File: config.mk
export PLATFORM = sky130hd
export DESIGN_NAME = spi_rx_buffer
export DESIGN_NICKNAME = d
export VERILOG_FILES = /design/src/rtl/spi_pkg.sv /design/src/rtl/spi_done_sync.sv /design/src/rtl/spi_rx_buffer.sv
export SDC_FILE = /design/constraint.sdc
export NUM_CORES = 1
export LEC_CHECK = 0
export CORE_ASPECT_RATIO = 0.75
export CORE_UTILIZATION = 70
export CTS_BUF_LIST = sky130_fd_sc_hd__clkbuf_4
export DETAILED_ROUTE_END_ITERATION = 10
export DONT_BUFFER_PORTS = 1
export PLACE_DENSITY = 0.86
export SLEW_MARGIN = 25
export SYNTH_ARGS = -nofsm -noshare
export SYNTH_HDL_FRONTEND = slang
export SYNTH_SLANG_ARGS = --single-unit
export TNS_END_PERCENT = 50
File: constraint.sdc
create_clock -name clk -period 3.6 [get_ports clk]
set_input_delay 0.72 -clock clk [delete_from_list [all_inputs] [get_ports clk]]
set_output_delay 0.72 -clock clk [all_outputs]
set_load 0.005 [all_outputs]
File: src/rtl/spi_pkg.sv
// Shared types for the SPI slave receive path.
//   SPI_DATA_W : width of one SPI frame in bits
//   spi_byte_t : one received frame (slave data, FIFO entries, consumer data)
package spi_pkg;

    localparam int unsigned SPI_DATA_W = 8;

    typedef logic [SPI_DATA_W-1:0] spi_byte_t;

endpackage

File: src/rtl/spi_done_sync.sv
// Multi-flop synchroniser with a rising-edge detector. It brings a slave-side
// status level into the system clock domain and emits one pulse per rising edge.
//   clk        : destination clock
//   rst        : asynchronous active-low reset
//   async_in   : level from another clock domain
//   sync_out   : synchronised level (last synchroniser stage)
//   rise_pulse : one-cycle pulse on each rising edge of sync_out
module spi_done_sync #(
    parameter int unsigned SYNC_STAGES = 2
) (
    input  logic clk,
    input  logic rst,
    input  logic async_in,
    output logic sync_out,
    output logic rise_pulse
);

    logic [SYNC_STAGES-1:0] r_sync;
    logic                   r_hist;

    always_ff @(posedge clk or negedge rst) begin
        if (!rst) begin
            r_sync <= '0;
            r_hist <= 1'b0;
        end else begin
            r_sync <= {r_sync[SYNC_STAGES-2:0], async_in};
            r_hist <= r_sync[SYNC_STAGES-1];
        end
    end

    assign sync_out   = r_sync[SYNC_STAGES-1];
    // r_hist clears on reset. A level that is already high at reset release
    // therefore yields one fresh capture.
    assign rise_pulse = r_sync[SYNC_STAGES-1] & ~r_hist;

endmodule

File: src/rtl/spi_rx_buffer.sv
// Receive buffer behind the SPI slave. Frame completions (rx_done rising) are
// synchronised into clk and push rx_data into a first-word-fall-through FIFO,
// which a consumer drains over a valid/ready interface.
//   clk, rst      : system clock, asynchronous active-low reset
//   rx_data       : byte from the slave, stable from rx_done rise to next frame
//   rx_done       : asynchronous frame-complete level
//   m_data        : head-of-FIFO byte (00 when empty)
//   m_valid       : FIFO non-empty
//   m_ready       : consumer accepts m_data this cycle
//   count         : bytes buffered, 0..DEPTH
//   full          : count == DEPTH
//   overflow      : sticky, a frame was dropped while full
//   clr_overflow  : synchronous clear of overflow (a same-cycle set wins)
module spi_rx_buffer
    import spi_pkg::*;
#(
    parameter int unsigned DEPTH       = 8,
    parameter int unsigned SYNC_STAGES = 2
) (
    input  logic                    clk,
    input  logic                    rst,
    input  spi_byte_t               rx_data,
    input  logic                    rx_done,
    output spi_byte_t               m_data,
    output logic                    m_valid,
    input  logic                    m_ready,
    output logic [$clog2(DEPTH):0]  count,
    output logic                    full,
    output logic                    overflow,
    input  logic                    clr_overflow
);

    localparam int unsigned   AW         = $clog2(DEPTH);
    localparam logic [AW:0]   LP_DEPTH   = (AW+1)'(DEPTH);
    localparam logic [AW:0]   LP_CNT_ONE = (AW+1)'(1);
    localparam logic [AW-1:0] LP_PTR_ONE = AW'(1);

    spi_byte_t     r_mem [DEPTH];
    logic [AW-1:0] r_wr_ptr;
    logic [AW-1:0] r_rd_ptr;
    logic [AW:0]   r_count;
    logic          r_overflow;

    logic w_done_lvl;
    logic w_done_rise;
    logic w_cap;
    logic w_valid;
    logic w_full;
    logic w_pop;
    logic w_wr;
    logic w_drop;

    spi_done_sync #(
        .SYNC_STAGES (SYNC_STAGES)
    ) u_done_sync (
        .clk        (clk),
        .rst        (rst),
        .async_in   (rx_done),
        .sync_out   (w_done_lvl),
        .rise_pulse (w_done_rise)
    );

    // rise_pulse already implies the level is high. The AND is redundant but
    // keeps the level output connected.
    assign w_cap   = w_done_rise & w_done_lvl;

    assign w_valid = (r_count != '0);
    assign w_full  = (r_count == LP_DEPTH);
    assign w_pop   = w_valid & m_ready;
    // A pop in the same cycle frees a slot, so a capture while full still lands.
    assign w_wr    = w_cap & (~w_full | w_pop);
    assign w_drop  = w_cap & w_full & ~w_pop;

    // Storage is deliberately not reset.
    always_ff @(posedge clk) begin
        if (w_wr) begin
            r_mem[r_wr_ptr] <= rx_data;
        end
    end

    always_ff @(posedge clk or negedge rst) begin
        if (!rst) begin
            r_wr_ptr   <= '0;
            r_rd_ptr   <= '0;
            r_count    <= '0;
            r_overflow <= 1'b0;
        end else begin
            if (w_wr) begin
                r_wr_ptr <= r_wr_ptr + LP_PTR_ONE;
            end
            if (w_pop) begin
                r_rd_ptr <= r_rd_ptr + LP_PTR_ONE;
            end
            case ({w_wr, w_pop})
                2'b10:   r_count <= r_count + LP_CNT_ONE;
                2'b01:   r_count <= r_count - LP_CNT_ONE;
                default: r_count <= r_count;
            endcase
            if (w_drop) begin
                r_overflow <= 1'b1;
            end else if (clr_overflow) begin
                r_overflow <= 1'b0;
            end
        end
    end

    assign m_data   = w_valid ? r_mem[r_rd_ptr] : '0;
    assign m_valid  = w_valid;
    assign count    = r_count;
    assign full     = w_full;
    assign overflow = r_overflow;

endmodule

==> out/qor.csv <==
stage;metric;value;unit
logic_synthesis;Post-Syn Nets;194;
layout;Nets;204;
placed_design;IO buf count;0;
sta;Hold Fails Final Rpt;0;
cts;# resized after CTS;0;
hold_path;worst hold path type;input port to flop;
grt;GRT Overall Usage;28.8;%
logic_synthesis;Yosys reg bits;78;
critical_path;slowest stage cell, crit path;dfrtp_1;
hold_path;Worst Min Path Start;rx_done;
sta;Worst slew margin;34.8;%
grt;total grt overflow;0;
sta;minimum clock period;2960;ps
routing;DR iter-0 viols;165;
cts;clk_lat worst skew;410;ps
critical_path;crit start category;flop;
critical_path;Setup crit end kind;primary output;
critical_path;flop-to-flop setup slack;1060;ps
power;pwr/cell area;730;nW/µm²
logic_synthesis;Mapped Avg Cell Area;18.1;µm²
sta;worst hold slack;329;ps
logic_synthesis;register area share after synthesis;70.7;%
critical_path;Worst R2R Start;count[1]$_DFFE_PN0P_;
critical_path;delay-heaviest family, CP;multiplexers;
cts;Clock Tree Root;clkbuf_4;
cts;H-tree Lvls;3;
grt;vias in the first global route;1653;
logic_synthesis;dominant cell type by area after synthesis;edfxtp_1;
routing;ANT nets after route;0;
logic_synthesis;Cells after Synth;178;
placed_design;placed cells;231;
cts;clock tree from TritonCTS;built;
cts;clock-pin slew on the worst setup and hold paths;120;ps
cts;CTS buffer count;9;
layout;share of layout cells above drive strength 1;23.8;%
critical_path;Crit Reg-Reg Endpoint;count[2]$_DFFE_PN0P_;
logic_synthesis;Cell variety after synth;34;
logic_synthesis;area share of the largest cell type after synthesis;59.8;%
floorplanning;Die W;80.2;µm
cts;clock sinks;78;
cts;clk buf depth;2;
routing;DR WL/cell;24.7;µm
logic_synthesis;main area contributors after synthesis;edfxtp_1 (60%), mux4_2 (11%), dfrtp_1 (11%);
floorplanning;I/O pins;28;
critical_path;CP Buf/Inv Count;1;
routing;Via Count;1670;
critical_path;Critical Path AT;2240;ps
critical_path;path type of the worst setup path;flop to primary output;
floorplanning;Die H;60.7;µm
layout;final cell count without fillers;248;
routing;# DRC;0;
critical_path;worst-path fanout max;12;
floorplanning;Core Area;4230;µm²
grt;largest net degree at the start of global routing;18;
sta;setup TNS;0;ps
sta;final period utilization;82.1;%
floorplanning;Row Count;20;
placed_design;GP Congestion;0.907;
layout;Antenna diodes;0;
layout;Synth-to-Final Area Change;7.47;%
critical_path;cell count of the worst reg-to-reg path;7;
routing;DRT Pass-1 Iters;4;
power;Peak VDD IR;0.517;mV
floorplanning;Die ar.;4870;µm²
hold_path;Min-Delay Endpoint;u_done_sync.r_sync[0]$_DFF_PN0_;
logic_synthesis;Post-Syn Area;3210;µm²
flow_run;max-cap violation count;0;
sta;Pins Over Slew Limit;0;
sta;Fmax;0.338;GHz
critical_path;Critical Path Max Stage Delay;620;ps
sta;Least-Margin Pin Slew;974;ps
power;Leak Pwr;1.17;nW
placed_design;HPWL Detailed;3790;µm
sta;unrepaired setup endpoints after global routing;no;
layout;commonest non-fill, non-tap cells in the layout;edfxtp_1 (64), mux4_2 (16), nor2_1 (14), dfrtp_1 (14), clkbuf_4 (10);
routing;Via density;6.73;
hold_path;worst hold path cell count;0;
routing;WL final;6130;µm
critical_path;crit-path cells;buf_4 > mux4_2 > mux2i_1 > nor2_1;
sta;clock skew;8.46;ps
sta;endpoints failing setup;0;
outcome;status;complete, no violations;
layout;leading cell type in the layout, fill and taps excluded;edfxtp_1;
grt;initial antenna violation count;0;
grt;first-pass GRT wire length;8990;µm
critical_path;Worst EP required;2880;ps
logic_synthesis;Ys Warns;0;
floorplanning;Initial Utilization;76.0;%
report_power, final:
group | total (mW) | internal [mW] | switching, mW
combinational | 0.661 | 0.350 | 0.311
sequential | 1.29 | 1.09 | 0.210
clock | 0.566 | 0.287 | 0.279
total | 2.52 | 1.72 | 0.799
logic make-up after synthesis:
kind of cell | after synthesis | synth area share, %
DFF | 78 | 70.7
and+or+nand+nor | 43 | 7.51
muxes | 27 | 14.7
buffers and inverters | 11 | 1.83
AOI/OAI and AO/OA | 8 | 1.91
xor gates and xnor gates | 8 | 2.18
adders and majority gates | 3 | 1.17
metrics by stage:
step                      utilization, %  total power, mW  instance area (µm²)  setup WS (ps)
after floorplan                        -             1.80                 3210           1230
after global placement              77.6             1.92                 3280           1190
after detailed placement            77.6             1.96                 3280           1080
after CTS                           81.7             2.54                 3450            571
after global routing                81.7             2.64                 3450            448
final                               81.7             2.52                 3450            643
what timing repair did:
action	4_1_cts	5_1_grt
setup endpoints to repair	0	0
hold buffers	1	0
endpoints found under the hold margin	14	0
buffers inserted	0	0
registers in the layout, summed over array words and instances, names as in the netlist:
| register | cells |
|---|---|
| count | 4 |
| overflow | 1 |
| r_mem | 64 |
| r_rd_ptr | 3 |
| r_wr_ptr | 3 |
| u_done_sync.r_hist | 1 |
| u_done_sync.r_sync | 2 |
metal layers:
layer	global-route usage, %	part of all wire (%)	vias up
li1	-	-	715
met1	35.9	38	844
met2	44.9	48	90
met3	10.8	9.8	21
met4	16.1	4.0	0
met5	0	0	-
cell type report:
cell class	instances	area, µm²
clock inverters	6	86.3
well taps	55	68.8
fillers	205	774
inverters	3	13.8
repair buffers	7	55.1
clock buffers	10	75.1
multi-input cells	89	883
flip-flops and latches	78	2270
worst max path at each step:
stage                                 start                    end  slack (ps)  cells after the start
floorplan                           m_ready  r_mem[4][0]$_DFFE_PP_        1230                      5
global placement    r_rd_ptr[1]$_DFFE_PN0P_              m_data[4]        1190                      4
detailed placement  r_rd_ptr[1]$_DFFE_PN0P_              m_data[6]        1080                      4
CTS                 r_rd_ptr[1]$_DFFE_PN0P_              m_data[6]         570                      4
global route        r_rd_ptr[1]$_DFFE_PN0P_              m_data[6]         450                      4
finish              r_rd_ptr[1]$_DFFE_PN0P_              m_data[6]         640                      4
synth_stat cells (all sizes together):
| cell | number |
|---|---|
| edfxtp | 64 |
| nor4b | 1 |
| nor2 | 14 |
| nor3b | 1 |
| o21ai | 2 |
| nand2b | 2 |
| a22oi | 1 |
| buf | 5 |
| clkbuf | 3 |
| ha | 3 |
| or2b | 1 |
| nand2 | 9 |
| mux4 | 16 |
| nand3 | 3 |
| or4 | 1 |
| nor2b | 1 |
| xor2 | 2 |
| mux2 | 2 |
| mux2i | 9 |
| dfrtp | 14 |
| inv | 3 |
| xnor2 | 6 |
| nor4 | 3 |
| nor3 | 7 |
| a21oi | 3 |
| a211oi | 1 |
| o41ai | 1 |
(Power assumes the default switching activity.)
